$ cat config.mk
export PLATFORM = sky130hd
export DESIGN_NAME = fsm_seq_gen
export DESIGN_NICKNAME = d
export VERILOG_FILES = /design/src/rtl/fsm_seq_pkg.sv /design/src/rtl/fsm_seq_phase_ctr.sv /design/src/rtl/fsm_seq_gen.sv
export SDC_FILE = /design/constraint.sdc
export NUM_CORES = 1
export LEC_CHECK = 0
export CAP_MARGIN = 40
export CELL_PAD_IN_SITES_DETAIL_PLACEMENT = 2
export CELL_PAD_IN_SITES_GLOBAL_PLACEMENT = 2
export CORE_MARGIN = 2
export CORE_UTILIZATION = 27
export CTS_BUF_LIST = sky130_fd_sc_hd__clkbuf_4 sky130_fd_sc_hd__clkbuf_8 sky130_fd_sc_hd__clkbuf_16
export DETAILED_ROUTE_END_ITERATION = 10
export PLACE_DENSITY_LB_ADDON = 0.1
export SLEW_MARGIN = 0
export SYNTH_ARGS = -nofsm -noshare
export SYNTH_HDL_FRONTEND = slang
export SYNTH_SLANG_ARGS = --single-unit
$ cat constraint.sdc
create_clock -name CLK -period 2.7 [get_ports CLK]
set_input_delay 0.27 -clock CLK [delete_from_list [all_inputs] [get_ports CLK]]
set_output_delay 0.27 -clock CLK [all_outputs]
set_load 0.02 [all_outputs]
$ cat src/rtl/fsm_seq_pkg.sv
// Shared state encoding and width helpers for the fsm_seq_gen sequencer.
package fsm_seq_pkg;

  localparam int STATE_W = 2;

  typedef enum logic [STATE_W-1:0] {
    ST_INIT = 2'd0,
    ST_WAIT = 2'd1,
    ST_RUN  = 2'd2,
    ST_DONE = 2'd3
  } state_e;

  // A single-phase pattern still needs a 1-bit phase port.
  function automatic int calc_ph_w(input int num_ph);
    return (num_ph <= 1) ? 1 : $clog2(num_ph);
  endfunction

endpackage

$ cat src/rtl/fsm_seq_phase_ctr.sv
// Phase and pass counters for fsm_seq_gen: load starts a run, advance steps one
// RUN cycle, clear returns both counters to zero.
module fsm_seq_phase_ctr
  import fsm_seq_pkg::*;
#(
  parameter int NUM_PH   = 5,
  parameter int REPEAT_W = 4,
  parameter int PH_W     = calc_ph_w(NUM_PH)
) (
  input  logic                CLK,
  input  logic                RST_N,
  input  logic                load,
  input  logic                advance,
  input  logic                clear,
  input  logic [REPEAT_W-1:0] rep_cnt,
  output logic [PH_W-1:0]     phase,
  output logic                last_phase,
  output logic                last_pass
);

  localparam logic [PH_W-1:0] LAST_PH = PH_W'(NUM_PH - 1);

  logic [PH_W-1:0]     phase_q, phase_d;
  logic [REPEAT_W-1:0] pass_q, pass_d;

  always_comb begin
    phase_d = phase_q;
    pass_d  = pass_q;
    if (clear) begin
      phase_d = '0;
      pass_d  = '0;
    end else if (load) begin
      phase_d = '0;
      pass_d  = rep_cnt;
    end else if (advance) begin
      // Wrapping at the last phase consumes one extra pass, if any remain.
      if (phase_q == LAST_PH) begin
        phase_d = '0;
        if (pass_q != '0) pass_d = pass_q - 1'b1;
      end else begin
        phase_d = phase_q + 1'b1;
      end
    end
  end

  always_ff @(posedge CLK) begin
    if (!RST_N) begin
      phase_q <= '0;
      pass_q  <= '0;
    end else begin
      phase_q <= phase_d;
      pass_q  <= pass_d;
    end
  end

  assign phase      = phase_q;
  assign last_phase = (phase_q == LAST_PH);
  assign last_pass  = (pass_q == '0);

endmodule

$ cat src/rtl/fsm_seq_gen.sv
// Moore sequencer: waits for ptext[TRIG_BIT], then plays PATTERN (rep_cnt+1 passes).
// Optional WAIT timeout is built when FSM_SEQ_TIMEOUT_EN is defined.
module fsm_seq_gen
  import fsm_seq_pkg::*;
#(
  parameter int                         IN_W     = 2,
  parameter int                         OUT_W    = 3,
  parameter int                         TRIG_BIT = 1,
  parameter int                         NUM_PH   = 5,
  parameter logic [NUM_PH*OUT_W-1:0]    PATTERN  = {3'b100, 3'b100, 3'b000, 3'b000, 3'b010},
  parameter logic [OUT_W-1:0]           IDLE_OUT = '0,
  parameter int                         REPEAT_W = 4,
  parameter int                         TIMEOUT  = 16
) (
  input  logic                         CLK,
  input  logic                         RST_N,
  input  logic                         en,
  input  logic [IN_W-1:0]              ptext,
  input  logic [REPEAT_W-1:0]          rep_cnt,
  input  logic                         abort,
  output logic [OUT_W-1:0]             rtext,
  output logic [calc_ph_w(NUM_PH)-1:0] phase,
  output logic                         busy,
  output logic                         done,
  output logic                         timeout
);

  localparam int PH_W = calc_ph_w(NUM_PH);

  if (TRIG_BIT < 0 || TRIG_BIT >= IN_W || NUM_PH < 1 || TIMEOUT < 1) begin : g_param_check
    $error("fsm_seq_gen: illegal parameter combination");
  end

  state_e          state_q, state_d;
  logic            load, advance, clear;
  logic            last_phase, last_pass;
  logic [PH_W-1:0] ph_cnt;
  logic            trig;
  logic            tmo_hit;
  logic            unused_ptext;

  assign trig         = ptext[TRIG_BIT];
  assign unused_ptext = ^ptext;

`ifdef FSM_SEQ_TIMEOUT_EN
  localparam int TMO_W = $clog2(TIMEOUT + 1);

  logic [TMO_W-1:0] tmo_cnt_q, tmo_cnt_d;
  logic             tmo_pulse_q, tmo_pulse_d;

  // Counter is zero outside WAIT, so every entry to WAIT starts from zero.
  assign tmo_hit     = (state_q == ST_WAIT) && (tmo_cnt_q == TMO_W'(TIMEOUT - 1));
  assign tmo_cnt_d   = (state_q == ST_WAIT && state_d == ST_WAIT) ? tmo_cnt_q + 1'b1 : '0;
  assign tmo_pulse_d = tmo_hit && !trig && !abort;

  always_ff @(posedge CLK) begin
    if (!RST_N) begin
      tmo_cnt_q   <= '0;
      tmo_pulse_q <= 1'b0;
    end else begin
      tmo_cnt_q   <= tmo_cnt_d;
      tmo_pulse_q <= tmo_pulse_d;
    end
  end

  assign timeout = tmo_pulse_q;
`else
  assign tmo_hit = 1'b0;
  assign timeout = 1'b0;
`endif

  fsm_seq_phase_ctr #(
    .NUM_PH   (NUM_PH),
    .REPEAT_W (REPEAT_W),
    .PH_W     (PH_W)
  ) u_phase_ctr (
    .CLK        (CLK),
    .RST_N      (RST_N),
    .load       (load),
    .advance    (advance),
    .clear      (clear),
    .rep_cnt    (rep_cnt),
    .phase      (ph_cnt),
    .last_phase (last_phase),
    .last_pass  (last_pass)
  );

  always_ff @(posedge CLK) begin
    if (!RST_N) state_q <= ST_INIT;
    else        state_q <= state_d;
  end

  // Abort outranks a trigger; the timeout only fires when neither is present.
  always_comb begin
    state_d = state_q;
    load    = 1'b0;
    advance = 1'b0;
    clear   = 1'b0;
    case (state_q)
      ST_INIT: begin
        if (en && !abort) state_d = ST_WAIT;
      end
      ST_WAIT: begin
        if (abort) begin
          state_d = ST_INIT;
          clear   = 1'b1;
        end else if (trig) begin
          state_d = ST_RUN;
          load    = 1'b1;
        end else if (tmo_hit) begin
          state_d = ST_INIT;
        end
      end
      ST_RUN: begin
        if (abort) begin
          state_d = ST_INIT;
          clear   = 1'b1;
        end else begin
          advance = 1'b1;
          if (last_phase && last_pass) state_d = ST_DONE;
        end
      end
      ST_DONE: begin
        state_d = ST_INIT;
        clear   = abort;
      end
      default: begin
        state_d = ST_INIT;
        clear   = 1'b1;
      end
    endcase
  end

  always_comb begin
    rtext = IDLE_OUT;
    busy  = 1'b0;
    done  = 1'b0;
    case (state_q)
      ST_RUN: begin
        rtext = PATTERN[int'(ph_cnt)*OUT_W +: OUT_W];
        busy  = 1'b1;
      end
      ST_DONE: done = 1'b1;
      default: ;
    endcase
  end

  assign phase = ph_cnt;

endmodule

=== Word level (Yosys, flattened, before mapping) ===
Index checks and enable logic that the tools add are counted.
W data, S select, Z words.

* Bitwise logic cells: 1
* $add $sub $neg: 2
* Multiply operators: 1
* Reduce and logical (&&, ||, !) cells: 14
* Shifts and indexed selects: 1
* Equal/unequal tests: 7
* Muxes and demuxes: 21

{| class="wikitable"
|+ Operator list
! kind !! number
|-
| $mux W4 || 4
|-
| $shiftx A15 B6 Y3 const A || 1
|-
| $mux W2 || 5
|-
| $mux W1 || 8
|-
| $pmux W2 S4 || 1
|-
| $mux W3 || 2
|-
| $ne A3 B3 Y1 const B || 2
|-
| $reduce_and A3 Y1 || 2
|-
| $reduce_bool A2 Y1 || 3
|-
| $mul A3 B2 Y5 const B || 1
|-
| $eq A2 B2 Y1 const B || 2
|-
| $logic_not A4 Y1 || 1
|-
| $reduce_bool A4 Y1 || 1
|-
| $reduce_or A2 Y1 || 2
|-
| $sub A4 B1 Y4 const B || 1
|-
| $add A3 B1 Y3 const B || 1
|-
| $eq A3 B3 Y1 const B || 1
|-
| $reduce_or A3 Y1 || 1
|-
| $eq A2 B1 Y1 const B || 1
|-
| $logic_and A1 B1 Y1 || 2
|-
| $logic_not A2 Y1 || 1
|-
| $ne A2 B2 Y1 const B || 1
|-
| $pmux W1 S2 || 1
|-
| $logic_not A1 Y1 || 1
|-
| $not A1 Y1 || 1
|}

* Logic and storage cells: 50
* Output and inout bits: 9
* Flip-flop bits (word level): 9

=== Logic depth before layout (Yosys ltp) ===
* Depth after elaboration: 5
* Mapped depth: 6

=== Modules after synthesis ===
From an unflattened synthesis, not the netlist that was laid out.

* Cell total of the unflattened synthesis: 72
* Area, all modules: 568.0 sq um

{| class="wikitable"
|+ By module, submodules not included
! module !! area each (sq um) !! instances !! cells each
|-
| fsm_seq_phase_ctr || 401.6 || 1 || 50
|-
| fsm_seq_gen || 166.4 || 1 || 22
|}

=== Worst setup path before layout ===
Ideal clock, no wire load.

* Path type: reg2reg
* From: register state_q[0]
* To: register u_phase_ctr.pass_q[1]
* Arrival: 1524 ps
* Cell stages (with the launch flop): 7
* Path slack: 1084 ps
* Library setup time: 92 ps
* Cells stage by stage: dfxtp_1 > buf_6 > or3b_1 > buf_6 > nor3_4 > mux2_1 > o32ai_1

* Cells in the longest elaborated chain, start to end: 4
* Elaborated cells on any way between the ends: 13
* Those cells by class: eq/ne: 3; mux: 4; reduce/logical: 6

{| class="wikitable"
|+ Ends and longest elaborated chain
! item !! line !! source
|-
| from (decl) || fsm_seq_gen.sv:34 || <nowiki>state_e state_q, state_d;</nowiki>
|-
| from (signal assigned) || fsm_seq_gen.sv:90 || <nowiki>else state_q <= state_d;</nowiki>
|-
| $eq A2 B2 Y1 / $eq A2 B1 Y1 (equally long branches) || fsm_seq_gen.sv:99 || <nowiki>case (state_q)</nowiki>
|-
| $reduce_or A2 Y1 (no line) / $mux W1 (equally long branches) || n/a ||
|-
| $pmux W1 S2 / $reduce_bool A2 Y1 (equally long branches) || n/a ||
|-
| $reduce_or A2 Y1 (no line) / $reduce_and A3 Y1 (equally long branches) || n/a ||
|-
| to (signal assigned) || fsm_seq_phase_ctr.sv:52 || <nowiki>pass_q <= pass_d;</nowiki>
|-
| to (decl) || fsm_seq_phase_ctr.sv:24 || <nowiki>logic [REPEAT_W-1:0] pass_q, pass_d;</nowiki>
|}

Several ways; a longest one is shown, not always the timed one.
A chain may end at the register's enable or synchronous reset.

=== Final worst setup path ===
* From: register state_q[1]
* To: output rtext[1]

* Cells in the longest elaborated chain, start to end: 2

{| class="wikitable"
|+ Ends and longest elaborated chain
! item !! line !! source
|-
| $eq A2 B2 Y1 || fsm_seq_gen.sv:138 || <nowiki>case (state_q)</nowiki>
|-
| $mux W3 || fsm_seq_gen.sv:138 ||
|-
| to (decl) || fsm_seq_gen.sv:21 || <nowiki>output logic [OUT_W-1:0] rtext,</nowiki>
|}

No other way between the ends.

==> results.md <==
* Status: finished, final reports clean
* Worst r2r src: state_q[1]$_SDFFE_PN0P_
* Final core utilization at 0.365
* Critical path depth at 3
* CP Launch Point: state_q[1]$_SDFFE_PN0P_
* CTS root buffer: clkbuf_4
* Reg clk slew, reported paths at 0.06 ns
* Share of cells above drive strength 1 at 0.0860
* Critical Path RT at 2.43 ns
* Syn Std Cell Area at 618 um^2
* PwrDens at 371 nW/um^2
* Cell family with most CP delay: buffers and inverters
* Final Max Tran Viols at 0
* Initial antenna violation count at 0
* Worst Path Arrival at 1.93 ns
* Synth-to-layout area growth at 29.4%
* Slew HR at 0.594
* Multi-input gate area at 374 um^2
* DRT iter0 DRCs at 4
* Ant. Diodes at 0
* Hold Path Stages at 2
* Worst Setup Start Kind: register
* Total gr overflow at 0
* Die ar. at 2690 um^2
* Fin crit period at 2.20 ns
* Worst slew pin tran at 0.608 ns
* Vias at 597
* Worst Path Max Fanout at 9
* Largest net degree at the start of global routing at 11
* DR WL/cell at 13.4 um
* Final Skew at 0.00493 ns
* Critical R2R Capture: u_phase_ctr.pass_q[1]$_SDFFE_PP0P_
* Mapped Cells at 77
* Clock buffer depth at 2
* Tcrit/Tclk final at 0.816
* Postcts setup bufs at 0
* Post-Layout Cell Count at 121
* Yosys warns at 0
* Critical path endpoint category: output port
* Num CTS Buffers at 3
* Port Buf Inserts at 15
* Wirelength, routed at 1.62 mm
* Core Area at 2190 um^2
* Boundary Pins at 19
* Maxcap violations at 0
* Fill cells at 264
* Fin. Hold Viols at 0
* Inst Count DP at 117
* Cell depth of the worst flop-to-flop path at 4
* DP Wirelength at 1.28 mm
* R2r setup slk at 0.91 ns
* CTS tree: done
* Mapped Avg Cell Area at 8.03 um^2
* Chip width at 51.8 um
* Final Wtd Congestion at 0.710
* # DRC at 0
* Buffers and inverters on the worst path at 1
* Post-cts hold buffer count at 0
* Vias in the first global route at 629
* FP Rows at 17
* CP max-delay cell: clkdlybuf4s50_1
* Most common cell after layout, fill and taps aside: clkdlybuf4s50_1
* Total number of H-tree levels at 1
* Worst Setup EP: rtext[1]
* Skew-Pair Late Insertion Delay at 0.27 ns
* Via-to-Cell Ratio at 4.93
* Power Total at 296 uW
* Total Nets Final at 108
* Post-DRT Antenna Nets at 0
* Chip height at 51.8 um
* Highest-count cells in the layout ignoring fill and taps: 15 x clkdlybuf4s50_1, 11 x a21oi_1, 9 x dfxtp_1
* Reg area at 180 um^2
* Worst min-delay path class: reg -> reg
* Initial Util at 0.282
* Cell variety after synth at 28
* CP max stage delay at 0.64 ns
* Unrepaired setup endpoints after global routing: false
* GR Util All Layers at 0.146
* Drt first pass iters at 3
* Clock sink count at 9
* Fmax at 454 MHz
* Register bit total from synthesis at 9
* Setup TNS at 0 ns
* Lkg Pwr at 0.000305 uW
* CP cell instances: or2b_2, nor3b_1, clkdlybuf4s50_1
* Crit path kind: reg -> out
* # setup viols final at 0
* Maximum VDD drop at 0.171 mV
* Resized cells post-CTS at 0
* First-pass GRT wire length at 2.85 mm
* Sequential area share after synthesis at 0.291
-- layer usage --
metal	wire length (um)	track usage
met4	39	0.0921
met1	772	0.183
met3	49	0.0172
met5	0	0
met2	762	0.236
-- layout make-up --
cell class              instances  area share
repair buffers                 15       0.188
well taps                      28      0.0438
inverters                       8      0.0376
flip-flops and latches          9       0.225
multi-input cells              57       0.468
clock buffers                   4      0.0376
-- where the power goes --
group	switching (uW)	leakage (uW)	total [uW]	internal [uW]
clock	50.3	0.0000184	117	67.2
combinational	19.9	0.000214	40.0	20.1
sequential	3.74	0.0000728	139	135
-- cell families (layout without fill, tap and decap cells) --
kind of cell	Yosys count	count (layout)	share of synthesized area
other	1	2	0.00607
multiplexers	1	1	0.0182
flip-flops	9	9	0.291
AO/OA/AOI/OAI	20	20	0.176
adder cells (fa/ha/maj)	4	4	0.0810
XOR/XNOR	3	3	0.0425
AND/OR/NAND/NOR	27	27	0.275
buffers and inverters	12	27	0.109
-- registers in the layout, indices dropped and copies added (netlist names) --
| name | flops |
|---|---|
| state_q | 2 |
| u_phase_ctr.phase | 3 |
| u_phase_ctr.pass_q | 4 |
-- worst min-delay path by stage --
stage | from | end
finish | u_phase_ctr.phase[1]$_SDFFE_PP0P_ | u_phase_ctr.phase[1]$_SDFFE_PP0P_
detailed placement | u_phase_ctr.phase[1]$_SDFFE_PP0P_ | u_phase_ctr.phase[1]$_SDFFE_PP0P_
global placement | u_phase_ctr.phase[1]$_SDFFE_PP0P_ | u_phase_ctr.phase[1]$_SDFFE_PP0P_
global route | u_phase_ctr.phase[1]$_SDFFE_PP0P_ | u_phase_ctr.phase[1]$_SDFFE_PP0P_
CTS | u_phase_ctr.phase[1]$_SDFFE_PP0P_ | u_phase_ctr.phase[1]$_SDFFE_PP0P_
floorplan | RST_N | u_phase_ctr.pass_q[2]$_SDFFE_PP0P_
-- synth_stat cells --
master | count | area share
a21oi_1 | 11 | 0.089
and2_1 | 1 | 0.010
and2_2 | 1 | 0.012
and2b_1 | 1 | 0.012
buf_4 | 2 | 0.024
buf_6 | 2 | 0.036
conb_1 | 1 | 0.0061
dfxtp_1 | 9 | 0.29
ha_1 | 4 | 0.081
inv_1 | 8 | 0.049
mux2_1 | 1 | 0.018
nand2_1 | 4 | 0.024
nand2b_1 | 3 | 0.030
nand3b_1 | 1 | 0.012
nand4_1 | 2 | 0.020
nor2_1 | 4 | 0.024
nor3_1 | 3 | 0.024
nor3_4 | 1 | 0.026
nor3b_1 | 3 | 0.036
o211ai_1 | 1 | 0.012
o21ai_0 | 6 | 0.049
o31ai_1 | 1 | 0.012
o32ai_1 | 1 | 0.014
or2b_2 | 1 | 0.014
or3b_1 | 1 | 0.014
or3b_2 | 1 | 0.014
xnor2_1 | 1 | 0.014
xor2_1 | 2 | 0.028
-- tightest hold or removal path, stage by stage, from the launching register on --
cell     delay [ns]
dfxtp_1        0.33
nand2_1        0.06
a21oi_1        0.05
-- stage by stage --
step | setup WS (ns) | hold WS, ns | instance area [um^2]
global route | 0.385 | 0.538 | 800
floorplan | 1.08 | 0.408 | 622
CTS | 0.464 | 0.504 | 800
global placement | 0.601 | 0.478 | 769
detailed placement | 0.543 | 0.495 | 769
finish | 0.497 | 0.495 | 800
Power figures use the tool's default switching activity.
